===== config.mk =====
export PLATFORM = sky130hd
export DESIGN_NAME = shifter_operand_seq
export DESIGN_NICKNAME = d
export VERILOG_FILES = /design/src/rtl/shifter_operand_seq.sv
export SDC_FILE = /design/constraint.sdc
export NUM_CORES = 1
export LEC_CHECK = 0
export BUFFER_PORTS_ARGS = -buffer_cell sky130_fd_sc_hd__buf_4
export CELL_PAD_IN_SITES_DETAIL_PLACEMENT = 0
export CELL_PAD_IN_SITES_GLOBAL_PLACEMENT = 1
export CORE_UTILIZATION = 34
export CTS_BUF_LIST = sky130_fd_sc_hd__clkbuf_8
export DETAILED_ROUTE_END_ITERATION = 8
export PLACE_DENSITY_LB_ADDON = 0.08
export SLEW_MARGIN = 0
export SYNTH_ARGS = -nofsm -noshare
export SYNTH_HDL_FRONTEND = slang
export SYNTH_SLANG_ARGS = --single-unit

===== constraint.sdc =====
create_clock -name clk -period 2.1 [get_ports clk]
set_clock_uncertainty 0.1 [all_clocks]
set_input_delay 0.42 -clock clk [delete_from_list [all_inputs] [get_ports clk]]
set_output_delay 0.42 -clock clk [all_outputs]
set_load 0.05 [all_outputs]

===== src/rtl/shifter_operand_seq.sv =====
// Sequences a data-processing instruction's shifter operand: decodes the form,
// reads Rs/Rm from the register file, and presents operands to shifter_32.
// Optional register-shift support is enabled by defining SHIFTER_OPSEQ_REGSHIFT_EN.
module shifter_operand_seq (
  input  logic        clk,
  input  logic        reset_n,
  input  logic        instr_valid,
  input  logic [31:0] instr,
  output logic        instr_ready,
  output logic [3:0]  rf_addr,
  output logic        rf_rd_en,
  input  logic [31:0] rf_data,
  input  logic        cflag,
  output logic        op_valid,
  input  logic        op_ready,
  output logic [31:0] Rm,
  output logic [4:0]  shift_imm,
  output logic [1:0]  shift,
  output logic        carry_in,
  output logic        shift_en,
  output logic        bypass_en,
  output logic [31:0] bypass_val,
  output logic        bypass_c,
  output logic        illegal
);

  localparam int unsigned DW = 32;
  localparam int unsigned AW = 4;

  typedef enum logic [1:0] {
    S_IDLE  = 2'd0,
    S_RD_RS = 2'd1,
    S_RD_RM = 2'd2,
    S_OUT   = 2'd3
  } state_t;

  state_t          r_state,      w_state_nxt;
  logic [6:0]      r_sfield,     w_sfield_nxt;     // instr[11:5]
  logic [AW-1:0]   r_rm_addr,    w_rm_addr_nxt;
  logic            r_op_valid,   w_op_valid_nxt;
  logic [DW-1:0]   r_rm,         w_rm_nxt;
  logic [4:0]      r_shift_imm,  w_shift_imm_nxt;
  logic [1:0]      r_shift,      w_shift_nxt;
  logic            r_carry_in,   w_carry_in_nxt;
  logic            r_bypass_en,  w_bypass_en_nxt;
  logic [DW-1:0]   r_bypass_val, w_bypass_val_nxt;
  logic            r_bypass_c,   w_bypass_c_nxt;
  logic            r_illegal,    w_illegal_nxt;
`ifdef SHIFTER_OPSEQ_REGSHIFT_EN
  logic            r_regshift,   w_regshift_nxt;
  logic [7:0]      r_amt,        w_amt_nxt;
  logic            w_amt_hi;
  logic            w_amt_eq32;
  assign w_amt_hi   = |r_amt[7:5];
  assign w_amt_eq32 = (r_amt == 8'd32);
`endif

  logic w_unused_instr;
  assign w_unused_instr = ^{instr[31:26], instr[24:12]};

  // Next-state and next-output decode
  always_comb begin
    w_state_nxt      = r_state;
    w_sfield_nxt     = r_sfield;
    w_rm_addr_nxt    = r_rm_addr;
    w_op_valid_nxt   = r_op_valid;
    w_rm_nxt         = r_rm;
    w_shift_imm_nxt  = r_shift_imm;
    w_shift_nxt      = r_shift;
    w_carry_in_nxt   = r_carry_in;
    w_bypass_en_nxt  = r_bypass_en;
    w_bypass_val_nxt = r_bypass_val;
    w_bypass_c_nxt   = r_bypass_c;
    w_illegal_nxt    = r_illegal;
`ifdef SHIFTER_OPSEQ_REGSHIFT_EN
    w_regshift_nxt   = r_regshift;
    w_amt_nxt        = r_amt;
`endif
    case (r_state)
      S_IDLE: begin
        if (instr_valid) begin
          w_sfield_nxt     = instr[11:5];
          w_rm_addr_nxt    = instr[3:0];
          w_carry_in_nxt   = cflag;
          w_illegal_nxt    = 1'b0;
          w_bypass_en_nxt  = 1'b0;
          w_bypass_val_nxt = '0;
          w_bypass_c_nxt   = 1'b0;
`ifdef SHIFTER_OPSEQ_REGSHIFT_EN
          w_regshift_nxt   = instr[4];
`endif
          if (instr[25]) begin
            w_state_nxt    = S_OUT;
            w_op_valid_nxt = 1'b1;
            w_rm_nxt       = DW'({24'b0, instr[7:0]});
            if (instr[11:8] != 4'd0) begin
              w_shift_nxt     = 2'b11;
              w_shift_imm_nxt = {instr[11:8], 1'b0};
            end else begin
              w_shift_nxt     = 2'b00;
              w_shift_imm_nxt = 5'd0;
            end
          end else if (!instr[4]) begin
            w_state_nxt = S_RD_RM;
          end else begin
`ifdef SHIFTER_OPSEQ_REGSHIFT_EN
            w_state_nxt = S_RD_RS;
`else
            w_state_nxt     = S_OUT;
            w_op_valid_nxt  = 1'b1;
            w_illegal_nxt   = 1'b1;
            w_rm_nxt        = '0;
            w_shift_nxt     = 2'b00;
            w_shift_imm_nxt = 5'd0;
`endif
          end
        end
      end
      S_RD_RS: begin
`ifdef SHIFTER_OPSEQ_REGSHIFT_EN
        w_amt_nxt = rf_data[7:0];
`endif
        w_state_nxt = S_RD_RM;
      end
      S_RD_RM: begin
        w_state_nxt     = S_OUT;
        w_op_valid_nxt  = 1'b1;
        w_rm_nxt        = rf_data;
        w_shift_nxt     = r_sfield[1:0];
        w_shift_imm_nxt = r_sfield[6:2];
`ifdef SHIFTER_OPSEQ_REGSHIFT_EN
        // Amounts >= 32 are resolved here; ROR folds back to a 0..31 rotate
        if (r_regshift) begin
          w_shift_imm_nxt = r_amt[4:0];
          if (r_amt == 8'd0) begin
            w_shift_nxt = 2'b00;
          end else if (w_amt_hi) begin
            case (r_sfield[1:0])
              2'b00: begin
                w_bypass_en_nxt  = 1'b1;
                w_bypass_val_nxt = '0;
                w_bypass_c_nxt   = w_amt_eq32 & rf_data[0];
              end
              2'b01: begin
                w_bypass_en_nxt  = 1'b1;
                w_bypass_val_nxt = '0;
                w_bypass_c_nxt   = w_amt_eq32 & rf_data[31];
              end
              2'b10: begin
                w_bypass_en_nxt  = 1'b1;
                w_bypass_val_nxt = {DW{rf_data[31]}};
                w_bypass_c_nxt   = rf_data[31];
              end
              default: begin
                if (r_amt[4:0] == 5'd0) begin
                  w_bypass_en_nxt  = 1'b1;
                  w_bypass_val_nxt = rf_data;
                  w_bypass_c_nxt   = rf_data[31];
                end
              end
            endcase
          end
        end
`endif
      end
      S_OUT: begin
        if (op_ready) begin
          w_state_nxt     = S_IDLE;
          w_op_valid_nxt  = 1'b0;
          w_illegal_nxt   = 1'b0;
          w_bypass_en_nxt = 1'b0;
        end
      end
      default: w_state_nxt = S_IDLE;
    endcase
  end

  always_ff @(posedge clk or negedge reset_n) begin
    if (!reset_n) begin
      r_state      <= S_IDLE;
      r_sfield     <= '0;
      r_rm_addr    <= '0;
      r_op_valid   <= 1'b0;
      r_rm         <= '0;
      r_shift_imm  <= '0;
      r_shift      <= '0;
      r_carry_in   <= 1'b0;
      r_bypass_en  <= 1'b0;
      r_bypass_val <= '0;
      r_bypass_c   <= 1'b0;
      r_illegal    <= 1'b0;
`ifdef SHIFTER_OPSEQ_REGSHIFT_EN
      r_regshift   <= 1'b0;
      r_amt        <= '0;
`endif
    end else begin
      r_state      <= w_state_nxt;
      r_sfield     <= w_sfield_nxt;
      r_rm_addr    <= w_rm_addr_nxt;
      r_op_valid   <= w_op_valid_nxt;
      r_rm         <= w_rm_nxt;
      r_shift_imm  <= w_shift_imm_nxt;
      r_shift      <= w_shift_nxt;
      r_carry_in   <= w_carry_in_nxt;
      r_bypass_en  <= w_bypass_en_nxt;
      r_bypass_val <= w_bypass_val_nxt;
      r_bypass_c   <= w_bypass_c_nxt;
      r_illegal    <= w_illegal_nxt;
`ifdef SHIFTER_OPSEQ_REGSHIFT_EN
      r_regshift   <= w_regshift_nxt;
      r_amt        <= w_amt_nxt;
`endif
    end
  end

  // Handshake and register-file port are decoded straight from state
  always_comb begin
    instr_ready = (r_state == S_IDLE);
    rf_rd_en    = (r_state == S_RD_RS) || (r_state == S_RD_RM);
    case (r_state)
      S_RD_RS: rf_addr = r_sfield[6:3];
      S_RD_RM: rf_addr = r_rm_addr;
      default: rf_addr = '0;
    endcase
  end

  assign op_valid   = r_op_valid;
  assign shift_en   = r_op_valid;
  assign Rm         = r_rm;
  assign shift_imm  = r_shift_imm;
  assign shift      = r_shift;
  assign carry_in   = r_carry_in;
  assign bypass_en  = r_bypass_en;
  assign bypass_val = r_bypass_val;
  assign bypass_c   = r_bypass_c;
  assign illegal    = r_illegal;

endmodule


# Yosys cells after proc, flatten, opt, wreduce, memory -nomap -nowiden
# Index checks and enable logic that the tools add are counted.
# op_classes
add_sub_neg,0
n_mul,0
div_mod_pow,0
magnitude_cmp,0
eq_ne,6
n_shift,0
mux,31
bitwise_logic,0
n_reduce_logical,11
# op_table
operator,count
two-way mux 32 bit,3
one-hot mux 32 bit (2 select lines),1
two-way mux 5 bit,4
two-way mux 2 bit,6
two-way mux 1 bit,10
one-hot mux 5 bit (2 select lines),1
one-hot mux 2 bit (4 select lines),1
one-hot mux 4 bit (2 select lines),1
AND reduction 3 bit,2
equality test 2 bit (second input constant),2
inequality test 2 bit (second input constant),2
one-hot mux 1 bit (2 select lines),2
one-hot mux 2 bit (2 select lines),1
AND reduction 2 bit,2
AND reduction 4 bit,1
nonzero test 2 bit,2
nonzero test 4 bit,1
inequality test 3 bit (second input constant),1
one-hot mux 1 bit (3 select lines),1
nonzero test 3 bit,1
equality test 2 x 1 -> 1 bit (second input constant),1
zero test 2 bit,1
logical OR 1 bit,1
# word_totals
register_bits,56
latch_bits,0
ram_bits,0
romBits,0
in_bits,69
out_inout_bits,83
mem_count,0

# Longest topological paths before layout
# Gate-level depths: netlist of run 1.
# depth
ltp_word,5
ltp_mapped,7
mapped_depth_nobuf,5

# Worst setup path after synthesis of run 1
# OpenSTA, ideal clock, no wires.
# synth_path
path_kind,register to output
from,reg r_state[0]
to,out rf_addr[2]
arrival_ns,1.943
path_slack_ns,-0.363
stages_incl_launch_ff,7
path_cell_list,dfrtp_1 > inv_1 > ha_1 > buf_2 > buf_1 > a22oi_1 > nor2b_1
# synth_between
elab_chain_len,2
# synth_rtl
element,line_no,text
"start, declared",37,"state_t r_state, w_state_nxt;"
"start signal, assigned",197,r_state <= w_state_nxt;
equality test 2 bit or equality test 2 x 1 -> 1 bit (tied branches),220,case (r_state)
one-hot mux 4 bit (2 select lines) *,220,
"end, declared",10,"output logic [3:0] rf_addr,"
# Mark *: on every way between the ends. The rest lies on a longest branch, timed or not.

# Worst setup path in the final report of run 1
# layout_path
from,reg r_state[1]
to,out rf_addr[3]
# The elaborated chain is that of the path after synthesis.

==> results.cfg, run 1 <==
[outcome]
status = finished, final reports clean

[drt]
via_per_inst = 4.35
wirelength_microns = 6160
ant_nets = 0
drtIter0Drc = 51
post_drt_wl_per_cell_microns = 13.2
drc = 0
drt_first_pass_iters = 4
via_count = 2033

[placement]
preCtsSetupSlack_ns = -0.0104
placed_cell_area_sq_um = 3600
post-dp-hpwl_microns = 4330
port-buffer-count = 98
place_congestion = 0.690

[clocking]
ctsHoldBuffers = 0
cts-root-buf = clkbuf_8
clock_sinks = 55
cts_buffers = 5
clock_latency_ns = 0.31
clkTransAtPathRegs_ns = 0.10
cts_buffer_depth = 2
htreeDepth = 2
cts_tree = built

[floorplanning]
start_util_pct = 35.9
ioPinCount = 152
chipHeight_microns = 93.5
row_count = 32
die_area_sq_um = 8730
die_w_microns = 93.5
core-area_sq_um = 7930

[timing]
fmax_mhz = 491
final_max_slew_viol_count = 0
fin_crit_ns = 2.04
tightest_slew_ns = 0.726
fin_tns_setup_ns = 0
rsz0062_at_grt = false
worst_hold_slack_ns = 0.0488
hold_viol = 0
slew_headroom_pct = 51.6
layout_setup_ws_ns = 0.0617
setup_viol = 0
min_period_over_period_pct = 97.1

[synth]
yosysTopAreaCellShare_pct = 48.4
syn-cell-area_sq_um = 2840
synth_cells = 260
synthTopCellsByArea = dfrtp_1, mux2_2, buf_4, mux2i_1, nand2_1
ys_warn_count = 0
synth_cell_type_count = 26
avgSynthCellArea_sq_um = 10.9
yosysSeqAreaShare_pct = 48.4
synth_seq_cells = 55
yosys.area.top_type = dfrtp_1

[cells_and_area]
area_delta_synth_final_pct = 32.9
layout.nets = 439
antenna_cells = 0
multi_input_area_sq_um = 1230
seq_area_sq_um = 1380
final_area_sq_um = 3780
fill_cells = 768
drive_gt1_share_pct = 43.6

[global_routing]
grt_pass1_vias = 1916
grt_pass1_wl_microns = 9490
grt_use_total_pct = 14.1
overflow = 0
antenna_found_initial = 0
grt_max_degree = 56

[power]
p_leak_nw = 1.98
irDropWorstVdd_v = 0.00101
total_power_mw = 6.60
powerDensity_nw_per_um2 = 1750

[setup_path]
worst_r2r_path_depth = 7
rr_startpoint = r_state[1]
startpoint = r_state[1]
crit_arrival_ns = 1.52
reg2reg_to = Rm[1]
cp.required_ns = 1.58
crit_path_max_fanout = 7
rrSetupSlack_ns = 0.09
worstSetupStartpointType = flop
path_class = flop to output pin
endpoint_kind = output pin

[min_path]
min_path_type = input pin to asynchronous set/reset pin

[run]
maxCapViolCount = 0
-- cell usage after synthesis --
cell type,instances
a21o_1,1
a21oi_1,2
a22o_1,11
a22oi_1,4
a32oi_1,1
and3b_1,1
buf_1,1
buf_2,3
buf_4,38
buf_8,1
clkbuf_1,3
conb_1,1
dfrtp_1,55
ha_1,5
inv_1,30
mux2_2,27
mux2i_1,26
nand2_1,31
nand2b_1,3
nor2_1,2
nor2b_1,5
nor4_1,1
o211ai_1,1
o21a_1,1
o21ai_0,4
o2bb2ai_1,2
-- critical path, stage by stage (launching register included) --
cell and delay (ns):
dfrtp_1 0.41, buf_4 0.15, ha_4 0.18, a22oi_2 0.21
nor2b_4 0.06, buf_4 0.19
-- cell usage in the layout (no fill, tap or decap), types with 3 or more instances in the layout --
| master | count |
|---|---|
| a22o_1 | 11 |
| buf_4 | 109 |
| clkbuf_8 | 6 |
| conb_1 | 34 |
| dfrtp_1 | 54 |
| ha_4 | 3 |
| inv_1 | 28 |
| mux2_2 | 27 |
| mux2i_1 | 25 |
| nand2_1 | 31 |
| nand2b_1 | 3 |
| nor2b_2 | 3 |
| o21ai_0 | 4 |
-- what timing repair did --
| item | CTS | global route |
|---|---|---|
| endpoints found under the setup margin | 15 | 9 |
| pin swaps | 0 | 1 |
| endpoints found under the hold margin | 0 | 0 |
| setup buffers | 3 | 4 |
| resized for setup | 4 | 6 |
-- sequential cells by signal, summed over array words and instances, names as in the netlist --
signal,flops
illegal,1
shift_imm,5
Rm,32
r_rm_addr,4
carry_in,1
r_state,2
r_sfield,7
shift,2
op_valid,1
-- where the power goes --
group / leakage [nW] / internal, mW / switching, mW
logic: 1.25 / 1.62 / 2.61
clock network: 0.0470 / 0.260 / 0.348
registers: 0.692 / 1.51 / 0.249
-- final cells by class --
class                      count  share of cell area (%)
tap                          102                    3.38
sequential                    55                    36.4
inverter                      30                    2.98
clock buffer                   6                    2.18
timing repair buffer         111                    22.3
clock inverter                 1                   0.132
multi-input combinational    162                    32.6
-- kinds of logic (layout without fill, tap and decap cells) --
group           count (synthesis)  count (layout)  synth area share [%]
fa+ha+maj                       5               5                  2.20
flops                          55              55                  48.4
simple gates                   43              43                  6.64
mux                            53              53                  19.8
other cells                     1              34                 0.132
buf+inv                        76             148                  15.6
compound gates                 27              27                  7.22
-- stage by stage --
stage | utilization (%) | cells
after global routing | 47.7 | 467
final | 47.7 | 467
after detailed placement | 45.4 | 453
after global placement | 45.4 | 453
after floorplan | - | 293
after CTS | 47.0 | 463
-- worst max-delay path by stage --
stage                               to  slack [ns]  cells after the start
after floorplan             rf_addr[0]        0.02                      6
after global placement           Rm[5]        0.02                      5
after detailed placement  shift_imm[2]       -0.01                      5
after CTS                   rf_addr[1]       0.006                      5
after global routing        rf_addr[1]       0.008                      5
final                       rf_addr[3]        0.06                      5
-- metal layers --
| metal | wire length [microns] | vias to the layer above | global-route usage, % |
|---|---|---|---|
| met5 | 0 | - | 0 |
| met4 | 55 | 0 | 3.46 |
| met3 | 393 | 5 | 3.58 |
| met2 | 2820 | 80 | 22.5 |
| met1 | 2890 | 958 | 19.1 |
| li1 | - | 990 | - |
(Power assumes the default switching activity.)
==> run 2: changes to the inputs <==
BUFFER_PORTS_ARGS = default   (was -buffer_cell sky130_fd_sc_hd__buf_4)
CORE_UTILIZATION = 50   (was 34)
DONT_BUFFER_PORTS = 1   (was default)
clock period = 2.57 ns   (was 2.1 ns; I/O delays follow)
==> run 2 against run 1 <==
Register-to-register slack improved by 0.34 ns. Worst hold slack better by 0.19 ns. Clock power down 9.2%. Setup slack better by 0.12 ns. Via count fell by 17%. Highest routed layer unchanged. Critical endpoint is now rf_addr[1]. Critical path depth unchanged. Global-route usage up 4.6 points. Sequential share of layout area is 9.7 points higher. Flip-flop and latch count unchanged. Utilization increased by 6.4 points. Combinational power is 57% lower. Die area fell by 31%.
==> results.cfg, run 2 (synthesized netlist as in run 1, its figures left out) <==
[global_routing]
grt_use_total_pct = 18.7
overflow = 0
grt_pass1_wl_microns = 8630
met3_usage_pct = 5.41
grt_pass1_vias = 1698
met1_usage_pct = 23.7
busiest_layer = met2
grt_max_degree = 56
antenna_found_initial = 0
met2_usage_pct = 30.6

[clocking]
cts-root-buf = clkbuf_8
post_cts_buffers = 0
cts_tree = built
htreeDepth = 2
cts_buffer_depth = 2
ctsResizeCount = 0
clock_latency_ns = 0.30
clock_sinks = 55
clkTransAtPathRegs_ns = 0.09
cts_buffers = 5

[placement]
place_congestion = 0.745
post-dp-hpwl_microns = 3660
port-buffer-count = 0
placed_cell_area_sq_um = 2840

[drt]
via_per_inst = 4.97
drc = 0
post_drt_wl_per_cell_microns = 15.4
drtIter0Drc = 74
drt_first_pass_iters = 5
via_count = 1696
wirelength_microns = 5250
ant_nets = 0

[timing]
tightest_slew_ns = 0.913
setup_viol = 0
worst_hold_slack_ns = 0.236
final_max_slew_viol_count = 0
hold_viol = 0
fmax_mhz = 419
slew_headroom_pct = 39.0
fin_tns_setup_ns = 0
min_period_over_period_pct = 92.8
rsz0062_at_grt = false
fin_crit_ns = 2.38

[power]
powerDensity_nw_per_um2 = 1600
total_power_mw = 4.76
p_leak_nw = 1.51
irDropWorstVdd_v = 0.000748

[cells_and_area]
mostFrequentLayoutCells = dfrtp_1, conb_1, inv_1, nand2_1, mux2_2
drive_gt1_share_pct = 18.2
antenna_cells = 0
final_area_sq_um = 2980
area_delta_synth_final_pct = 4.80
largest_reg_flops = 32
layout_commonest_cell = dfrtp_1
layout.nets = 343

[setup_path]
crit_path_max_fanout = 18
cp.required_ns = 1.96
worstSetupStartpointType = flop
crit_arrival_ns = 1.77
worst_r2r_path_depth = 6
rrSetupSlack_ns = 0.43
path_class = flop to output pin
endpoint_kind = output pin
reg2reg_to = Rm[16]
rr_startpoint = r_state[1]

[floorplanning]
chipHeight_microns = 77.4
start_util_pct = 51.6
ioPinCount = 152
die_area_sq_um = 5990
die_w_microns = 77.4
row_count = 27
core-area_sq_um = 5510

[min_path]
hold_end = Rm[14]
min_path_type = input pin to flop
hold_depth = 2
hold_path_startpoint = rf_data[14]

[run]
maxCapViolCount = 0

[outcome]
status = finished, final reports clean
-- run 2: report_power, final --
part / total, mW / switching (mW) / internal, mW
Sequential: 2.38 / 1.16 / 1.22
Combinational: 1.83 / 1.02 / 0.813
Clock: 0.552 / 0.270 / 0.282
Total: 4.76 / 2.45 / 2.31
-- run 2: worst max-delay path by stage --
stage / endpoint / slack [ns] / depth (start not counted) / from
after floorplan: rf_addr[2] / 0.01 / 6 / r_state[0]
after global placement: Rm[18] / 0.46 / 6 / r_state[1]
after detailed placement: Rm[16] / 0.42 / 6 / r_state[1]
after CTS: rf_addr[2] / 0.14 / 5 / r_state[0]
after global routing: rf_addr[1] / 0.03 / 5 / r_state[0]
final: rf_addr[1] / 0.19 / 5 / r_state[0]
-- run 2: layout make-up --
| class | count | area (sq um) |
|---|---|---|
| fillers | 526 | 2530 |
| flip-flops and latches | 55 | 1380 |
| clock inverters | 2 | 33.8 |
| well taps | 72 | 90.1 |
| multi-input cells | 162 | 1160 |
| repair buffers | 15 | 135 |
| inverters | 30 | 113 |
| clock buffers | 5 | 68.8 |
-- run 2: timing repair --
item,in CTS,in global routing
endpoints found under the hold margin,55,0
endpoints found under the setup margin,0,0
hold buffers,2,0
-- run 2: metrics by stage --
stage / worst slack, ns / cells / util [%]
2_1_floorplan: 0.0130 / 293 / -
3_3_place_gp: 0.462 / 332 / 51.6
3_5_place_dp: 0.420 / 332 / 51.6
4_1_cts: 0.143 / 341 / 54.1
5_1_grt: 0.0264 / 341 / 54.1
6_report: 0.186 / 341 / 54.1
-- run 2: critical path, cell delays in order, from the launching register on --
cell	delay, ns
dfrtp_1	0.43
inv_1	0.10
ha_2	0.43
a22oi_1	0.15
nor2b_1	0.14
buf_4	0.21
-- run 2: layer usage --
metal	vias to the layer above	share of wire, %
li1	795	-
met2	74	48
met5	-	0
met4	0	1.2
met1	819	44
met3	8	7.1
==> run 3: changes to the inputs <==
PLACE_DENSITY_LB_ADDON = 0.12   (was 0.08)
==> run 3 against run 2 <==
The flow now finishes with violations (design-rule violations). Sequential power is essentially flat. Critical path depth is the same. Clock power shrank 18%. Critical endpoint is now rf_addr[3]. Largest cell class unchanged.
==> results.cfg, run 3 (synthesized netlist as in run 1, its figures left out) <==
[run]
maxCapViolCount = 0

[outcome]
status = finished, violations left
violations = design-rule violations

[cells_and_area]
antenna_cells = 0
layout.nets = 342
fill_cells = 520
area_delta_synth_final_pct = 3.78
multi_input_area_sq_um = 1160
layout_commonest_cell = dfrtp_1
final_area_sq_um = 2950
drive_gt1_share_pct = 17.8
seq_area_sq_um = 1380
layout.cells.non_filler = 341
mostFrequentLayoutCells = dfrtp_1, conb_1, inv_1, nand2_1, mux2_2
largest_reg_flops = 32
fin_util_pct = 53.6

[floorplanning]
chipHeight_microns = 77.4
ioPinCount = 152
start_util_pct = 51.6
die_area_sq_um = 5990
row_count = 27
die_w_microns = 77.4
core-area_sq_um = 5510

[setup_path]
endpoint_kind = output pin
rrSetupSlack_ns = 0.52
crit_path_max_fanout = 12
cp.required_ns = 1.96
path_class = flop to output pin
rr_startpoint = r_state[1]
startpoint = r_state[0]
crit_arrival_ns = 1.68
worstSetupStartpointType = flop

[clocking]
htreeDepth = 2
cts_buffers = 5
ctsResizeCount = 0
post_cts_buffers = 0
cts_buffer_depth = 2
clkTransAtPathRegs_ns = 0.10
clock_sinks = 55
cts_tree = built
ctsHoldBuffers = 2
cts-root-buf = clkbuf_8
clock_latency_ns = 0.30

[placement]
placed_cell_area_sq_um = 2830
dp.cells = 331
place_congestion = 0.705
post-dp-hpwl_microns = 3620
port-buffer-count = 0

[min_path]
hold_path_startpoint = rf_data[20]
min_path_type = input pin to flop

[drt]
post_drt_wl_per_cell_microns = 15.3
wirelength_microns = 5210
drt_first_pass_iters = 6
ant_nets = 0
drtIter0Drc = 116
via_count = 1678
drc = 2
via_per_inst = 4.92

[timing]
final_max_slew_viol_count = 0
fmax_mhz = 436
min_period_over_period_pct = 89.2
hold_viol = 0
tightest_slew_ns = 0.897
slew_headroom_pct = 40.2
fin_crit_ns = 2.29
rsz0062_at_grt = false
setup_viol = 0
fin_tns_setup_ns = 0

[power]
p_leak_nw = 1.50
p_seq_share_pct = 51.3
powerDensity_nw_per_um2 = 1570
switchingPower_mw = 2.44
p_clk_share_pct = 9.7
irDropWorstVdd_v = 0.000769
p_int_mw = 2.20
total_power_mw = 4.64
swShare_pct = 52.6
combPwrFrac_pct = 39.0

[global_routing]
grt_pass1_wl_microns = 8410
grt_max_degree = 56
grt_pass1_vias = 1635
antenna_found_initial = 0
grt_use_total_pct = 18.0
overflow = 0
==> run 3: changes by cell type in the layout (fill, tap and decap cells not counted) <==
| cell | change |
|---|---|
| inv_1 | +1 |
| clkinv_2 | +1 |
| buf_4 | -1 |
| bufinv_16 | -1 |
==> run 3: worst paths after layout <==
kind | to | depth (start not counted)
hold / removal | Rm[20] | 2
max in group asynchronous | r_sfield[3] | 2
setup / recovery | rf_addr[3] | 5
hold reg to reg | r_sfield[2] | 1
setup reg to reg | r_sfield[1] | 5
min in group asynchronous | shift[0] | 2
==> run 3: power groups by stage <==
stage	Combinational [mW]	Clock, mW	Sequential [mW]
after floorplan	1.58	0	2.31
after global placement	1.79	0	2.40
after detailed placement	1.82	0	2.41
after CTS	1.84	0.477	2.39
after global routing	1.98	0.508	2.43
final	1.81	0.452	2.38
==> run 3: worst max-delay path, stage by stage, from the launching register on <==
cell and delay [ns]:
dfrtp_1 0.44, inv_1 0.10, ha_2 0.36, a22oi_1 0.14, nor2b_1 0.13, buf_4 0.21
==> run 3: area by class of cell <==
class	count	share of cell area [%]
well taps	72	3.05
flip-flops and latches	55	46.6
multi-input cells	162	39.4
clock buffers	5	2.33
inverters	30	3.82
clock inverters	3	0.424
repair buffers	14	4.32
==> run 3: metal layers <==
metal  global-route usage, %  up-vias  wire length [microns]
li1                        -      793                      -
met1                    24.1      798                   2380
met2                    27.3       82                   2320
met3                    7.53        5                    467
met4                    3.96        0                     44
met5                       0        -                      0
==> run 3: through the flow <==
stage	hold slack [ns]	worst slack [ns]
finish	0.237	0.278
global route	0.222	0.158
CTS	0.225	0.253
detailed placement	0.120	0.503
global placement	0.120	0.510
floorplan	0.118	0.0130
